--- src/rtl/recursive_moving_average_filter_param_pkg.sv ---
// Shared types and helpers for the recursive moving-average filter.
//   rmaf_state_t : fill/run state of the window
//   acc_w        : accumulator width that cannot overflow for a full window
//   clamp_win    : limits a requested window exponent to the supported maximum
package rmaf_pkg;

  typedef enum logic {
    FILL = 1'b0,
    RUN  = 1'b1
  } rmaf_state_t;

  // A sum of 2**log2_n_max samples needs log2_n_max extra bits of headroom.
  function automatic int acc_w(input int data_w, input int log2_n_max);
    return data_w + log2_n_max;
  endfunction

  function automatic int clamp_win(input int win, input int win_max);
    if (win > win_max) begin
      return win_max;
    end else begin
      return win;
    end
  endfunction

endpackage

--- src/rtl/recursive_moving_average_filter_param_if.sv ---
// Streaming bus of the moving-average filter.
//   clear, win_log2, in_valid, d : driven by the source (master)
//   out_valid, q, primed         : driven by the filter (slave)
interface recursive_moving_average_filter_param_if #(
  parameter int DATA_W     = 16,
  parameter int LOG2_N_MAX = 5
);

  logic                                clear;
  logic [$clog2(LOG2_N_MAX+1)-1:0]     win_log2;
  logic                                in_valid;
  logic signed [DATA_W-1:0]            d;
  logic                                out_valid;
  logic signed [DATA_W-1:0]            q;
  logic                                primed;

  modport master (
    output clear, win_log2, in_valid, d,
    input  out_valid, q, primed
  );

  modport slave (
    input  clear, win_log2, in_valid, d,
    output out_valid, q, primed
  );

endinterface

--- src/rtl/recursive_moving_average_filter_param_delay_line.sv ---
// Circular sample buffer for the moving-average filter.
//   clk, reset_n : clock and async active-low reset (pointer only)
//   ptr_clr      : synchronous return of the write pointer to slot 0
//   wr_en/wr_data: store one sample and advance the pointer
//   rd_win       : window exponent; rd_data is the sample written 2**rd_win
//                  writes ago (combinational read, so it is valid in the
//                  same cycle as the write that replaces it)
// The storage itself is never reset; the filter ignores it until the window
// has been filled once.
module rmaf_delay_line #(
  parameter int DATA_W     = 16,
  parameter int LOG2_N_MAX = 5
) (
  input  logic                              clk,
  input  logic                              reset_n,
  input  logic                              ptr_clr,
  input  logic                              wr_en,
  input  logic signed [DATA_W-1:0]          wr_data,
  input  logic [$clog2(LOG2_N_MAX+1)-1:0]   rd_win,
  output logic signed [DATA_W-1:0]          rd_data
);

  localparam int DEPTH = 2**LOG2_N_MAX;

  logic [LOG2_N_MAX-1:0]    wr_ptr_r;
  logic [LOG2_N_MAX-1:0]    rd_addr_s;
  logic signed [DATA_W-1:0] mem_r [DEPTH];

  // For the largest window the shifted offset wraps to 0, i.e. the slot about
  // to be overwritten, which is exactly the oldest sample.
  assign rd_addr_s = wr_ptr_r - (LOG2_N_MAX'(1) << rd_win);
  assign rd_data   = mem_r[rd_addr_s];

  // Write pointer: cleared on flush, advances on every stored sample.
  always_ff @(posedge clk or negedge reset_n) begin
    if (!reset_n) begin
      wr_ptr_r <= {LOG2_N_MAX{1'b0}};
    end else if (ptr_clr) begin
      wr_ptr_r <= {LOG2_N_MAX{1'b0}};
    end else if (wr_en) begin
      wr_ptr_r <= wr_ptr_r + LOG2_N_MAX'(1);
    end else begin
      wr_ptr_r <= wr_ptr_r;
    end
  end

  // Sample storage, deliberately without reset.
  always_ff @(posedge clk) begin
    if (wr_en) begin
      mem_r[wr_ptr_r] <= wr_data;
    end
  end

endmodule

--- src/rtl/recursive_moving_average_filter_param.sv ---
// Recursive moving-average filter with run-time power-of-two window.
//   clk, reset_n : clock and async active-low reset
//   bus (slave)  : clear, win_log2, in_valid, d in; out_valid, q, primed out
// Each accepted sample updates acc by +d - d_old and q = acc >>> win with one
// cycle of latency. primed is high once the window holds N real samples.
module recursive_moving_average_filter_param
  import rmaf_pkg::*;
#(
  parameter int DATA_W     = 16,
  parameter int LOG2_N_MAX = 5
) (
  input  logic clk,
  input  logic reset_n,
  recursive_moving_average_filter_param_if.slave bus
);

  localparam int WIN_W = $clog2(LOG2_N_MAX+1);
  localparam int CNT_W = LOG2_N_MAX + 1;
  localparam int ACC_W = acc_w(DATA_W, LOG2_N_MAX);

  rmaf_state_t              state_r;
  rmaf_state_t              state_nxt_s;
  logic                     first_r;
  logic [WIN_W-1:0]         win_lat_r;
  logic [WIN_W-1:0]         win_eff_s;
  logic [WIN_W-1:0]         win_use_s;
  logic                     flush_s;
  logic                     accept_s;
  logic [CNT_W-1:0]         fill_cnt_r;
  logic [CNT_W-1:0]         n_s;
  logic signed [ACC_W-1:0]  acc_r;
  logic signed [ACC_W-1:0]  acc_nxt_s;
  logic signed [ACC_W-1:0]  d_ext_s;
  logic signed [ACC_W-1:0]  d_old_ext_s;
  logic signed [DATA_W-1:0] rd_data_s;
  logic signed [DATA_W-1:0] d_old_s;
  logic signed [DATA_W-1:0] q_nxt_s;
  logic signed [DATA_W-1:0] q_r;
  logic                     out_valid_r;

  assign win_eff_s = WIN_W'(clamp_win(int'(bus.win_log2), LOG2_N_MAX));

  rmaf_delay_line #(
    .DATA_W     (DATA_W),
    .LOG2_N_MAX (LOG2_N_MAX)
  ) u_delay_line (
    .clk     (clk),
    .reset_n (reset_n),
    .ptr_clr (flush_s),
    .wr_en   (accept_s),
    .wr_data (bus.d),
    .rd_win  (win_use_s),
    .rd_data (rd_data_s)
  );

  // Window decode, flush/accept decision and accumulator arithmetic.
  always_comb begin
    win_use_s   = win_lat_r;
    flush_s     = 1'b0;
    d_old_s     = {DATA_W{1'b0}};
    // Right after reset the requested window is adopted without a flush.
    if (first_r) begin
      win_use_s = win_eff_s;
      flush_s   = bus.clear;
    end else begin
      win_use_s = win_lat_r;
      flush_s   = bus.clear | (win_eff_s != win_lat_r);
    end
    accept_s = bus.in_valid & ~flush_s;
    n_s      = CNT_W'(1) << win_use_s;
    // While filling, the delay line still holds stale data: subtract nothing.
    if (state_r == RUN) begin
      d_old_s = rd_data_s;
    end else begin
      d_old_s = {DATA_W{1'b0}};
    end
    d_ext_s     = {{LOG2_N_MAX{bus.d[DATA_W-1]}}, bus.d};
    d_old_ext_s = {{LOG2_N_MAX{d_old_s[DATA_W-1]}}, d_old_s};
    acc_nxt_s   = acc_r + d_ext_s - d_old_ext_s;
    q_nxt_s     = DATA_W'(acc_nxt_s >>> win_use_s);
  end

  // Next-state logic of the fill/run state machine.
  always_comb begin
    state_nxt_s = state_r;
    case (state_r)
      FILL: begin
        if (flush_s) begin
          state_nxt_s = FILL;
        end else if (accept_s && ((fill_cnt_r + CNT_W'(1)) == n_s)) begin
          state_nxt_s = RUN;
        end else begin
          state_nxt_s = FILL;
        end
      end
      RUN: begin
        if (flush_s) begin
          state_nxt_s = FILL;
        end else begin
          state_nxt_s = RUN;
        end
      end
      default: state_nxt_s = FILL;
    endcase
  end

  // State register, window latch and first-cycle marker.
  always_ff @(posedge clk or negedge reset_n) begin
    if (!reset_n) begin
      state_r   <= FILL;
      first_r   <= 1'b1;
      win_lat_r <= WIN_W'(LOG2_N_MAX);
    end else begin
      state_r   <= state_nxt_s;
      first_r   <= 1'b0;
      // Outside a flush the clamped request equals the latch, so always load.
      win_lat_r <= win_eff_s;
    end
  end

  // Accumulator and saturating fill counter.
  always_ff @(posedge clk or negedge reset_n) begin
    if (!reset_n) begin
      acc_r      <= {ACC_W{1'b0}};
      fill_cnt_r <= {CNT_W{1'b0}};
    end else if (flush_s) begin
      acc_r      <= {ACC_W{1'b0}};
      fill_cnt_r <= {CNT_W{1'b0}};
    end else if (accept_s) begin
      acc_r <= acc_nxt_s;
      if (state_r == FILL) begin
        fill_cnt_r <= fill_cnt_r + CNT_W'(1);
      end else begin
        fill_cnt_r <= fill_cnt_r;
      end
    end else begin
      acc_r      <= acc_r;
      fill_cnt_r <= fill_cnt_r;
    end
  end

  // Output register: q holds between accepted samples.
  always_ff @(posedge clk or negedge reset_n) begin
    if (!reset_n) begin
      q_r         <= {DATA_W{1'b0}};
      out_valid_r <= 1'b0;
    end else begin
      out_valid_r <= accept_s;
      if (accept_s) begin
        q_r <= q_nxt_s;
      end else begin
        q_r <= q_r;
      end
    end
  end

  assign bus.q         = q_r;
  assign bus.out_valid = out_valid_r;
  assign bus.primed    = (state_r == RUN);

endmodule

--- src/flat_wrapper.sv ---
// flat-port wrapper written by rule: the top's interface ports become plain ports
module recursive_moving_average_filter_param_flat import rmaf_pkg::*;
#(
  parameter int DATA_W     = 16,
  parameter int LOG2_N_MAX = 5
)
  (clk, reset_n, bus_clear, bus_win_log2, bus_in_valid, bus_d, bus_out_valid, bus_q, bus_primed);
  recursive_moving_average_filter_param_if #(.DATA_W(DATA_W), .LOG2_N_MAX(LOG2_N_MAX)) bus_i ();
  input  logic clk;
  input  logic reset_n;
  input wire logic [$bits(bus_i.clear)-1:0] bus_clear;
  input wire logic [$bits(bus_i.win_log2)-1:0] bus_win_log2;
  input wire logic [$bits(bus_i.in_valid)-1:0] bus_in_valid;
  input wire logic [$bits(bus_i.d)-1:0] bus_d;
  output wire logic [$bits(bus_i.out_valid)-1:0] bus_out_valid;
  output wire logic [$bits(bus_i.q)-1:0] bus_q;
  output wire logic [$bits(bus_i.primed)-1:0] bus_primed;
  assign bus_i.clear = bus_clear;
  assign bus_i.win_log2 = bus_win_log2;
  assign bus_i.in_valid = bus_in_valid;
  assign bus_i.d = bus_d;
  assign bus_out_valid = bus_i.out_valid;
  assign bus_q = bus_i.q;
  assign bus_primed = bus_i.primed;
  recursive_moving_average_filter_param #(.DATA_W(DATA_W), .LOG2_N_MAX(LOG2_N_MAX)) u_core (.clk(clk), .reset_n(reset_n), .bus(bus_i));
endmodule
--- config.mk ---
export PLATFORM = sky130hd
export DESIGN_NAME = recursive_moving_average_filter_param_flat
export DESIGN_NICKNAME = d
export VERILOG_FILES = /design/src/rtl/recursive_moving_average_filter_param_pkg.sv /design/src/rtl/recursive_moving_average_filter_param_if.sv /design/src/rtl/recursive_moving_average_filter_param_delay_line.sv /design/src/rtl/recursive_moving_average_filter_param.sv /design/src/flat_wrapper.sv
export SDC_FILE = /design/constraint.sdc
export NUM_CORES = 1
export LEC_CHECK = 0
export BUFFER_PORTS_ARGS = -buffer_cell sky130_fd_sc_hd__buf_2
export CORE_ASPECT_RATIO = 1.75
export CORE_MARGIN = 1
export CORE_UTILIZATION = 25
export CTS_BUF_LIST = sky130_fd_sc_hd__clkbuf_2
export CTS_CLUSTER_DIAMETER = 120
export DETAILED_ROUTE_END_ITERATION = 8
export SLEW_MARGIN = 25
export SYNTH_ARGS = -nofsm -noshare
export SYNTH_HDL_FRONTEND = slang
export SYNTH_SLANG_ARGS = --single-unit
--- constraint.sdc ---
create_clock -name clk -period 6.62 [get_ports clk]
set_input_delay 0.331 -clock clk [delete_from_list [all_inputs] [get_ports clk]]
set_output_delay 0.331 -clock clk [all_outputs]
set_load 0.01 [all_outputs]
==> metrics, run 1 <==
worst r2r path cells=24; top cells by count, synth=edfxtp_1 (512), mux4_2 (161), nor2_1 (109), inv_1 (79), nand2_1 (63); Top-Level Pins=41; clk slew on worst S/H paths=0.13 ns; slowest CP cell=fa_4; Via Count=13400; initial core utilization=25.3%; worst hold path depth=2; Initial DRC Count=882; Critical Path RT=7.71 ns; Post-Syn Instances=1380; post-synth top area share=62.5%; HPWL Detailed=39800 um; Peak VDD IR=116 uV; FF-to-FF setup slack=0.14 ns; Multi-input gate area=7560 um2; Root Driver=clkbuf_2; Worst Hold Launch=bus_d[15]; first-pass GRT wire length=91300 um; power per cell area=289 nW/um2; Warnings, synthesis=0; synth unique cells=67; Nets=1701; period utilization=97.8%; Synth area leaders=edfxtp_1 (63%), mux4_2 (15%), dfrtp_1 (5.2%), fa_1 (1.7%), nor2_1 (1.7%); Max Cap Viol=0; CTS tree=done; # port buffers=40; Area growth syn-to-layout=18.5%; Clock Latency Late Sink=1.22 ns; Slew Limit Fails=0; vias in the first global route=14600; Max Clock Freq=0.154 GHz; cell family with most CP delay=adder cells; Post-synth EDFFs=512; CP dominant cell by count=mux4_2; Leak=10.1 nW; Area after DPL=27200 um2; status=finished clean; Mapped Nets=1455; hold crit path type=in -> reg; antenna violations before repair=4; Tot Pwr=0.00842 W; post-synthesis register bit count=566; Syn Std Cell Area=24600 um2; register area share after synthesis=68.0%; CTS sink cnt=566; DR pass1 iterations=5; DR DRC count=0; WL/cell=20.1 um; htree depth=3; Fillers=9609; setup_tns=0 ns; CP Cell Sequence=nor2_2, a21o_1, nand2_2, nor2_4, ha_4, fa_4, buf_12, buf_12, mux4_2, mux4_2, mux2_2, nand2_2, fa_1, ha_1, buf_4, a221oi_4, buf_6, nand2_4, a221oi_4, o221a_4, xor2_1, mux4_2, nor2_1, a221o_1; drt total wl=60800 um; CP Max Fanout=8; R2R Path End=u_core.bus.q[8]$_DFFE_PN0P_; Post-synth ARST share=9.54%; Buf/Inv on CP=4; DIE HEIGHT=417 um; Worst Hold Path EP=u_core.u_delay_line.mem_r[19][15]$_DFFE_PP_; total grt overflow=0; total global-route track usage=12.4%; Slew headroom=38.6%; sequential cell area=16700 um2; final hold violation count=0; die area=99700 um2; Placer Congestion=0.882; CP Launch Type=register; setup violators final=0; Reg-to-Reg Start=u_core.first_r$_DFF_PN1_; Final ANT Viol Nets=0; CP Capture Type=register; count leader, synth=edfxtp_1; Longest Clk Path Bufs=3; CP arrival=7.57 ns; ys flop type=edfxtp_1; pin count of the biggest net entering global routing=55; Final Skew=0.0827 ns; post-layout util=30.0%; CP max stage delay=0.83 ns; Final Instance Area=29100 um2; Die X=239 um; CP Class=reg -> reg; Row Count=151; Yosys top cell by area=edfxtp_1; Worst-Margin Slew=0.916 ns; Period minus WS final=6.48 ns; via/cell ratio=4.44; average cell area after synthesis=17.8 um2; Num CTS Buffers=117; core footprint=97100 um2; layout cells sized above 1=35.1%
## cells in the final DEF, fill, tap and decap left out, drive strengths merged, types with 4 or more instances in the layout
master / synthesis / layout
a211o: 4 / 4
a211oi: 10 / 10
a21o: 9 / 9
a21oi: 34 / 34
a22oi: 5 / 5
a31oi: 7 / 7
and2: 4 / 4
and3: 5 / 5
buf: 23 / 164
bufinv: 0 / 5
clkbuf: 44 / 154
clkinv: 1 / 53
dfrtp: 51 / 51
dlygate4sd3: 0 / 27
edfxtp: 512 / 512
fa: 21 / 21
ha: 31 / 31
inv: 79 / 83
mux2: 8 / 8
mux2i: 38 / 38
mux4: 161 / 161
nand2: 64 / 64
nand2b: 5 / 5
nand3: 12 / 12
nand3b: 5 / 5
nand4: 6 / 6
nor2: 109 / 109
nor2b: 15 / 15
o211ai: 4 / 4
o21ai: 24 / 24
xnor2: 26 / 26
xor2: 16 / 16
## through the flow
stage / std cells / hold slack [ns] / worst slack [ns]
after CTS: 3007 / 0.0513 / 0.00933
after global placement: 2763 / 0.462 / -0.0573
after detailed placement: 2763 / 0.452 / -0.108
final: 3025 / 0.183 / 0.144
after global routing: 3025 / 0.0935 / -0.0270
after floorplan: 1380 / 0.0354 / 0.0404
## flip-flops by register name, indices dropped and copies added, names as in the netlist
register / flops
u_core.u_delay_line.wr_ptr_r: 5
u_core.first_r: 1
u_core.bus.primed: 1
u_core.u_delay_line.mem_r: 512
u_core.fill_cnt_r: 6
u_core.win_lat_r: 3
u_core.acc_r: 21
u_core.bus.out_valid: 1
u_core.bus.q: 16
## area by class of cell
| cell class | instances | share of cell area, % |
|---|---|---|
| multi-input combinational | 667 | 26.0 |
| antenna | 3 | 0.0258 |
| clock buffer | 151 | 2.59 |
| tap | 1300 | 5.58 |
| timing repair buffer | 194 | 5.91 |
| clock inverter | 64 | 1.47 |
| inverter | 80 | 1.03 |
| sequential | 566 | 57.4 |
## per-layer routing
metal,wire length [um],vias up,track usage [%],share of wire (%)
met1,21600,6969,12.8,35
met5,28,-,0,0.046
li1,-,5982,-,-
met2,34900,384,24.2,57
met4,1590,4,4.69,2.6
met3,2670,105,2.22,4.4
## how the worst max path moves through the flow
| stage | start | to | slack (ns) | cells after the start |
|---|---|---|---|---|
| 3_5_place_dp | u_core.first_r$_DFF_PN1_ | u_core.bus.q[15]$_DFFE_PN0P_ | -0.11 | 24 |
| 5_1_grt | u_core.first_r$_DFF_PN1_ | u_core.bus.q[8]$_DFFE_PN0P_ | -0.03 | 26 |
| 6_report | u_core.first_r$_DFF_PN1_ | u_core.bus.q[8]$_DFFE_PN0P_ | 0.14 | 24 |
| 3_3_place_gp | u_core.first_r$_DFF_PN1_ | u_core.bus.q[15]$_DFFE_PN0P_ | -0.06 | 24 |
| 4_1_cts | u_core.first_r$_DFF_PN1_ | u_core.bus.q[15]$_DFFE_PN0P_ | 0.009 | 24 |
| 2_1_floorplan | u_core.first_r$_DFF_PN1_ | u_core.bus.q[12]$_DFFE_PN0P_ | 0.04 | 25 |
## power by group
part	total (W)	switching, W	internal (W)
Sequential	0.00401	0.0000436	0.00396
Combinational	0.00218	0.00113	0.00105
Clock	0.00223	0.00137	0.000857
Total	0.00842	0.00255	0.00587
## cells by family after synthesis
| logic type | share of synthesized area (%) |
|---|---|
| and+or+nand+nor | 4.35 |
| muxes | 16.7 |
| adders and majority gates | 3.29 |
| AOI/OAI and AO/OA | 3.56 |
| DFF | 68.0 |
| buffers and inverters | 2.54 |
| other | 0.0152 |
| xor gates and xnor gates | 1.56 |
## timing repair
action                                  4_1_cts  5_1_grt
pin swaps                                     2       18
hold endpoints to repair                    618        0
hold buffers                                 27        0
setup buffers                                 1       13
gates resized for setup                       4       54
endpoints found under the setup margin       11       20
cloned                                        1        3
(Power assumes the default switching activity.)
==> inputs of run 2 (changes only) <==
--- a/config.mk
+++ b/config.mk
@@ -8,10 +8,12 @@
 export BUFFER_PORTS_ARGS = -buffer_cell sky130_fd_sc_hd__buf_2
 export CORE_ASPECT_RATIO = 1.75
 export CORE_MARGIN = 1
-export CORE_UTILIZATION = 25
+export CORE_UTILIZATION = 30
 export CTS_BUF_LIST = sky130_fd_sc_hd__clkbuf_2
 export CTS_CLUSTER_DIAMETER = 120
 export DETAILED_ROUTE_END_ITERATION = 8
+export GPL_TIMING_DRIVEN = 0
+export RECOVER_POWER = 25
 export SLEW_MARGIN = 25
 export SYNTH_ARGS = -nofsm -noshare
 export SYNTH_HDL_FRONTEND = slang
==> metrics, run 2 (synthesis gave the netlist of run 1 again) <==
Fillers=7529; commonest cells after routing, fill and taps aside=edfxtp_1 (512), clkbuf_2 (166), mux4_2 (161); Clock Latency Late Sink=1.28 ns; CP Class=reg -> reg; Area after DPL=26600 um2; total global-route track usage=15.7%; Die X=218 um; htree depth=3; Critical Path RT=7.77 ns; Largest register FFs=512; DR pass1 iterations=5; initial core utilization=30.4%; Row Count=138; final hold violation count=0; R2R Path End=u_core.bus.q[8]$_DFFE_PN0P_; Placer Congestion=0.881; layout cells sized above 1=33.3%; RSZ-0062 raised after global routing=yes; core footprint=81000 um2; Initial DRC Count=745; HPWL Detailed=43400 um; violated checks=max-capacitance violations, max-slew violations; # port buffers=39; hold crit path type=in -> reg; vias in the first global route=14700; clk slew on worst S/H paths=0.13 ns; Worst Hold Launch=bus_in_valid; Top-Level Pins=41; CP Launch Type=register; CP Max Fanout=6; most common cell after layout, fill and taps aside=edfxtp_1; Max Cap Viol=7; DR DRC count=0; Final Skew=0.0985 ns; top routing layer in use=met4; met2 WL=37500 um; power per cell area=286 nW/um2; drt total wl=63700 um; Root Driver=clkbuf_2; via/cell ratio=4.92; Nets=1700; Period minus WS final=6.53 ns; antenna violations before repair=2; Area growth syn-to-layout=18.7%; CP Capture Type=register; total grt overflow=0; M1 WL=21000 um; Slew headroom=-8.92%; FF-to-FF setup slack=0.09 ns; Slew Limit Fails=238; Reg-to-Reg Start=u_core.first_r$_DFF_PN1_; Worst Hold Path EP=u_core.u_delay_line.wr_ptr_r[4]$_DFFE_PN0P_; setup violators final=0; Tot Pwr=0.00835 W; pin count of the biggest net entering global routing=55; Longest Clk Path Bufs=3; period utilization=98.6%; Num CTS Buffers=117; die area=83200 um2; CP arrival=7.68 ns; Via Count=13600; CTS sink cnt=566; Worst-Margin Slew=1.63 ns; Final Instance Area=29200 um2; status=finished, violations left; Leak=10.1 nW; Peak VDD IR=129 uV; CTS tree=done; worst r2r path cells=24; largest reg by FF count=u_core.u_delay_line.mem_r; worst hold path depth=5; met3 wire length=2300 um; Final ANT Viol Nets=0; DIE HEIGHT=381 um; WL/cell=23.1 um; first-pass GRT wire length=94300 um; Max Clock Freq=0.153 GHz
run 2: per-layer routing:
metal  global-route usage (%)  vias up
li1                         -     5978
met1                     15.0     7117
met2                     31.1      348
met3                     2.42      137
met4                     8.21        0
met5                        0        -
run 2: layout make-up:
cell class	instances	area (um2)	area share, %
Buffer	63	668	2.29
Antenna cell	3	7.51	0.0257
Inverter	80	300	1.03
Timing Repair Buffer	130	1210	4.15
Clock buffer	164	821	2.81
Sequential cell	566	16700	57.3
Tap cell	1050	1310	4.50
Multi-Input combinational cell	667	7920	27.1
Clock inverter	36	225	0.771
run 2: where the power goes:
group	switching, W	internal (W)	total, W	leakage (nW)
sequential	0.0000400	0.00397	0.00401	5.31
combinational	0.00119	0.00104	0.00223	3.99
clock	0.00133	0.000783	0.00211	0.787
run 2: metrics by stage:
step	setup TNS (ns)	setup slack [ns]	cells	util (%)	hold slack, ns
CTS	0	0.0157	2743	35.7	0.000538
global placement	-54.06	-2.07	2469	32.2	0.453
global route	-0.548	-0.0791	2759	36.1	0.154
finish	0	0.0908	2759	36.1	0.173
detailed placement	-53.83	-2.08	2479	32.9	0.439
floorplan	0	0.0404	1380	-	0.0354
run 2: worst max-delay path by stage:
stage                     depth (start not counted)                           end                      from  slack, ns
after floorplan                                  25  u_core.bus.q[12]$_DFFE_PN0P_  u_core.first_r$_DFF_PN1_       0.04
after global placement                           26   u_core.bus.q[5]$_DFFE_PN0P_  u_core.first_r$_DFF_PN1_      -2.07
after detailed placement                         28   u_core.bus.q[5]$_DFFE_PN0P_  u_core.first_r$_DFF_PN1_      -2.08
after CTS                                        27   u_core.bus.q[5]$_DFFE_PN0P_  u_core.first_r$_DFF_PN1_       0.02
after global routing                             26   u_core.bus.q[5]$_DFFE_PN0P_  u_core.first_r$_DFF_PN1_      -0.08
final                                            24   u_core.bus.q[8]$_DFFE_PN0P_  u_core.first_r$_DFF_PN1_       0.09
run 2: worst max-delay path: stages, from the launching register on:
cell	delay [ns]
dfstp_2	0.62
buf_6	0.14
mux2i_4	0.36
nand2_8	0.10
nor2_4	0.14
ha_4	0.16
fa_2	0.52
clkbuf_16	0.21
clkbuf_16	0.16
mux4_2	0.31
mux4_2	0.50
mux2_4	0.31
nand2_4	0.10
fa_2	0.49
ha_4	0.29
and2_4	0.15
a221oi_4	0.25
buf_6	0.16
nand2_4	0.06
a221oi_4	0.33
o221a_4	0.26
xor2_1	0.06
mux4_2	0.50
nor2_2	0.12
a221o_1	0.11
run 2: what timing repair did:
action | 4_1_cts | 5_1_grt
hold buffers | 36 | 0
pin swaps | 11 | 16
cloned | 2 | 1
buffers inserted | 28 | 14
resized for setup | 154 | 41
endpoints found under the setup margin | 36 | 16
hold endpoints to repair | 613 | 0
==> inputs of run 3 (changes only) <==
--- a/config.mk
+++ b/config.mk
@@ -6,7 +6,6 @@
 export NUM_CORES = 1
 export LEC_CHECK = 0
 export BUFFER_PORTS_ARGS = -buffer_cell sky130_fd_sc_hd__buf_2
-export CORE_ASPECT_RATIO = 1.75
 export CORE_MARGIN = 1
 export CORE_UTILIZATION = 30
 export CTS_BUF_LIST = sky130_fd_sc_hd__clkbuf_2
==> metrics, run 3 (synthesis gave the netlist of run 1 again) <==
cell family with most CP delay=adder cells; Area growth syn-to-layout=20.0%; initial core utilization=30.4%; hold crit path type=in -> reg; Buf/Inv on CP=5; worst r2r path cells=26; Via Count=14000; Initial DRC Count=1373; antenna violations before repair=2; Slew Limit Fails=203; htree depth=4; Max Cap Viol=6; violated checks=design-rule violations, max-capacitance violations, max-slew violations; Final Skew=0.0925 ns; power per cell area=298 nW/um2; Placement Setup Slack=-1.78 ns; HPWL Detailed=39400 um; CP Launch Type=register; total global-route track usage=15.6%; DIE HEIGHT=288 um; CP dominant cell by count=nand2_4; Layout Cells excl Fill=2828; FF-to-FF setup slack=0.04 ns; DR DRC count=10; CTS tree=done; Period minus WS final=6.58 ns; Comb pwr share=26.6%; hold slack=0.186 ns; final hold violation count=0; total grt overflow=0; first-pass GRT wire length=94000 um; drt total wl=63800 um; register share of total power=45.5%; Pint=0.00603 W; Clock Latency Late Sink=1.30 ns; vias in the first global route=14800; Leak=10.2 nW; largest reg by FF count=u_core.u_delay_line.mem_r; CTS sink cnt=566; Nets=1732; DR pass1 iterations=7; clock network power share=27.9%; Max Clock Freq=0.152 GHz; Top-Level Pins=41; Critical Path RT=7.79 ns; NetSw=0.00278 W; core footprint=80800 um2; CP arrival=7.76 ns; Fillers=7576; worst hold path depth=5; commonest cells after routing, fill and taps aside=edfxtp_1 (512), clkbuf_2 (205), mux4_2 (161); Longest Clk Path Bufs=3; R2R Path End=u_core.bus.q[11]$_DFFE_PN0P_; die area=83100 um2; CP Class=reg -> reg; status=finished, violations left; Worst-Margin Slew=1.75 ns; layout cells sized above 1=35.4%; PnR worst setup slack=0.0355 ns; DP Cell Count=2483; clk slew on worst S/H paths=0.11 ns; via/cell ratio=4.97; Worst Hold Launch=bus_in_valid; Slew headroom=-16.5%; Final ANT Viol Nets=0; Largest register FFs=512; most common cell after layout, fill and taps aside=edfxtp_1; Peak VDD IR=154 uV; Num CTS Buffers=145; slowest CP cell=fa_2; Tot Pwr=0.00881 W; WL/cell=22.6 um; Root Driver=clkbuf_2; CP Max Fanout=7; period utilization=99.5%; CP max stage delay=0.67 ns; # port buffers=39; Placer Congestion=0.865; Row Count=104; sw frac=31.6%; Reg-to-Reg Start=u_core.first_r$_DFF_PN1_; Die X=288 um; RSZ-0062 raised after global routing=yes; CP Capture Type=register; setup violators final=0; pin count of the biggest net entering global routing=55; Worst Hold Path EP=u_core.u_delay_line.wr_ptr_r[4]$_DFFE_PN0P_
[run 3: cell count changes in the layout (fill, tap and decap cells not counted), moves of 4 or more]
cell,before,now
buf_12,0,4
mux2i_2,2,7
buf_16,11,5
clkbuf_16,12,5
clkbuf_2,166,205
clkinv_1,28,36
mux2i_1,32,25
dlygate4sd3_1,35,49
buf_6,11,6
[run 3: final cells by class]
class                   count  area (um2)  share of cell area [%]
inverters                  80         300                    1.02
diodes                      3        7.51                  0.0254
flip-flops and latches    566       16700                    56.7
multi-input cells         667        8030                    27.2
well taps                1060        1330                    4.49
clock inverters            53         355                    1.20
repair buffers            132        1180                    3.99
clock buffers             202        1010                    3.42
plain buffers              65         584                    1.98
[run 3: worst max-delay path by stage]
stage	cells after the start	startpoint	endpoint	slack [ns]
after detailed placement	26	u_core.first_r$_DFF_PN1_	u_core.bus.q[14]$_DFFE_PN0P_	-1.78
after global routing	25	u_core.first_r$_DFF_PN1_	u_core.bus.q[11]$_DFFE_PN0P_	-0.06
final	26	u_core.first_r$_DFF_PN1_	u_core.bus.q[11]$_DFFE_PN0P_	0.04
after floorplan	25	u_core.first_r$_DFF_PN1_	u_core.bus.q[12]$_DFFE_PN0P_	0.04
after CTS	25	u_core.first_r$_DFF_PN1_	u_core.bus.q[12]$_DFFE_PN0P_	0.02
after global placement	27	u_core.first_r$_DFF_PN1_	u_core.bus.q[14]$_DFFE_PN0P_	-1.92
[run 3: stage by stage]
step                instance area, um2  utilization, %  setup TNS (ns)
floorplan                        24600               -               0
global placement                 26100            32.3          -49.92
detailed placement               26500            32.8          -46.43
CTS                              29000            35.8               0
global route                     29500            36.5          -0.291
finish                           29500            36.5               0
[run 3: tightest hold or removal path, stage by stage]
cell	delay, ns
dlygate4sd3_1	0.54
clkbuf_1	0.23
nand4_1	0.17
xor2_1	0.07
nor2_1	0.07
[run 3: metal layers]
metal	share of wire [%]	GRT usage (%)	routed length (um)
met5	0	0	0
met4	2.1	5.69	1340
met3	6.5	3.36	4120
met2	49	25.2	30900
met1	43	20.8	27400
[run 3: repair_timing]
item	in CTS	in global routing
resized for setup	151	64
hold buffers	50	0
endpoints found under the setup margin	36	19
setup buffers	11	26
pin swaps	9	21
hold endpoints to repair	618	0
gates cloned	1	2
[run 3: power by group through the flow]
stage	Combinational, W	Clock, W	Sequential (W)
finish	0.00234	0.00246	0.00401
global route	0.00251	0.00271	0.00402
CTS	0.00210	0.00254	0.00401
detailed placement	0.00188	0	0.00409
global placement	0.00185	0	0.00409
floorplan	0.00124	0	0.00410
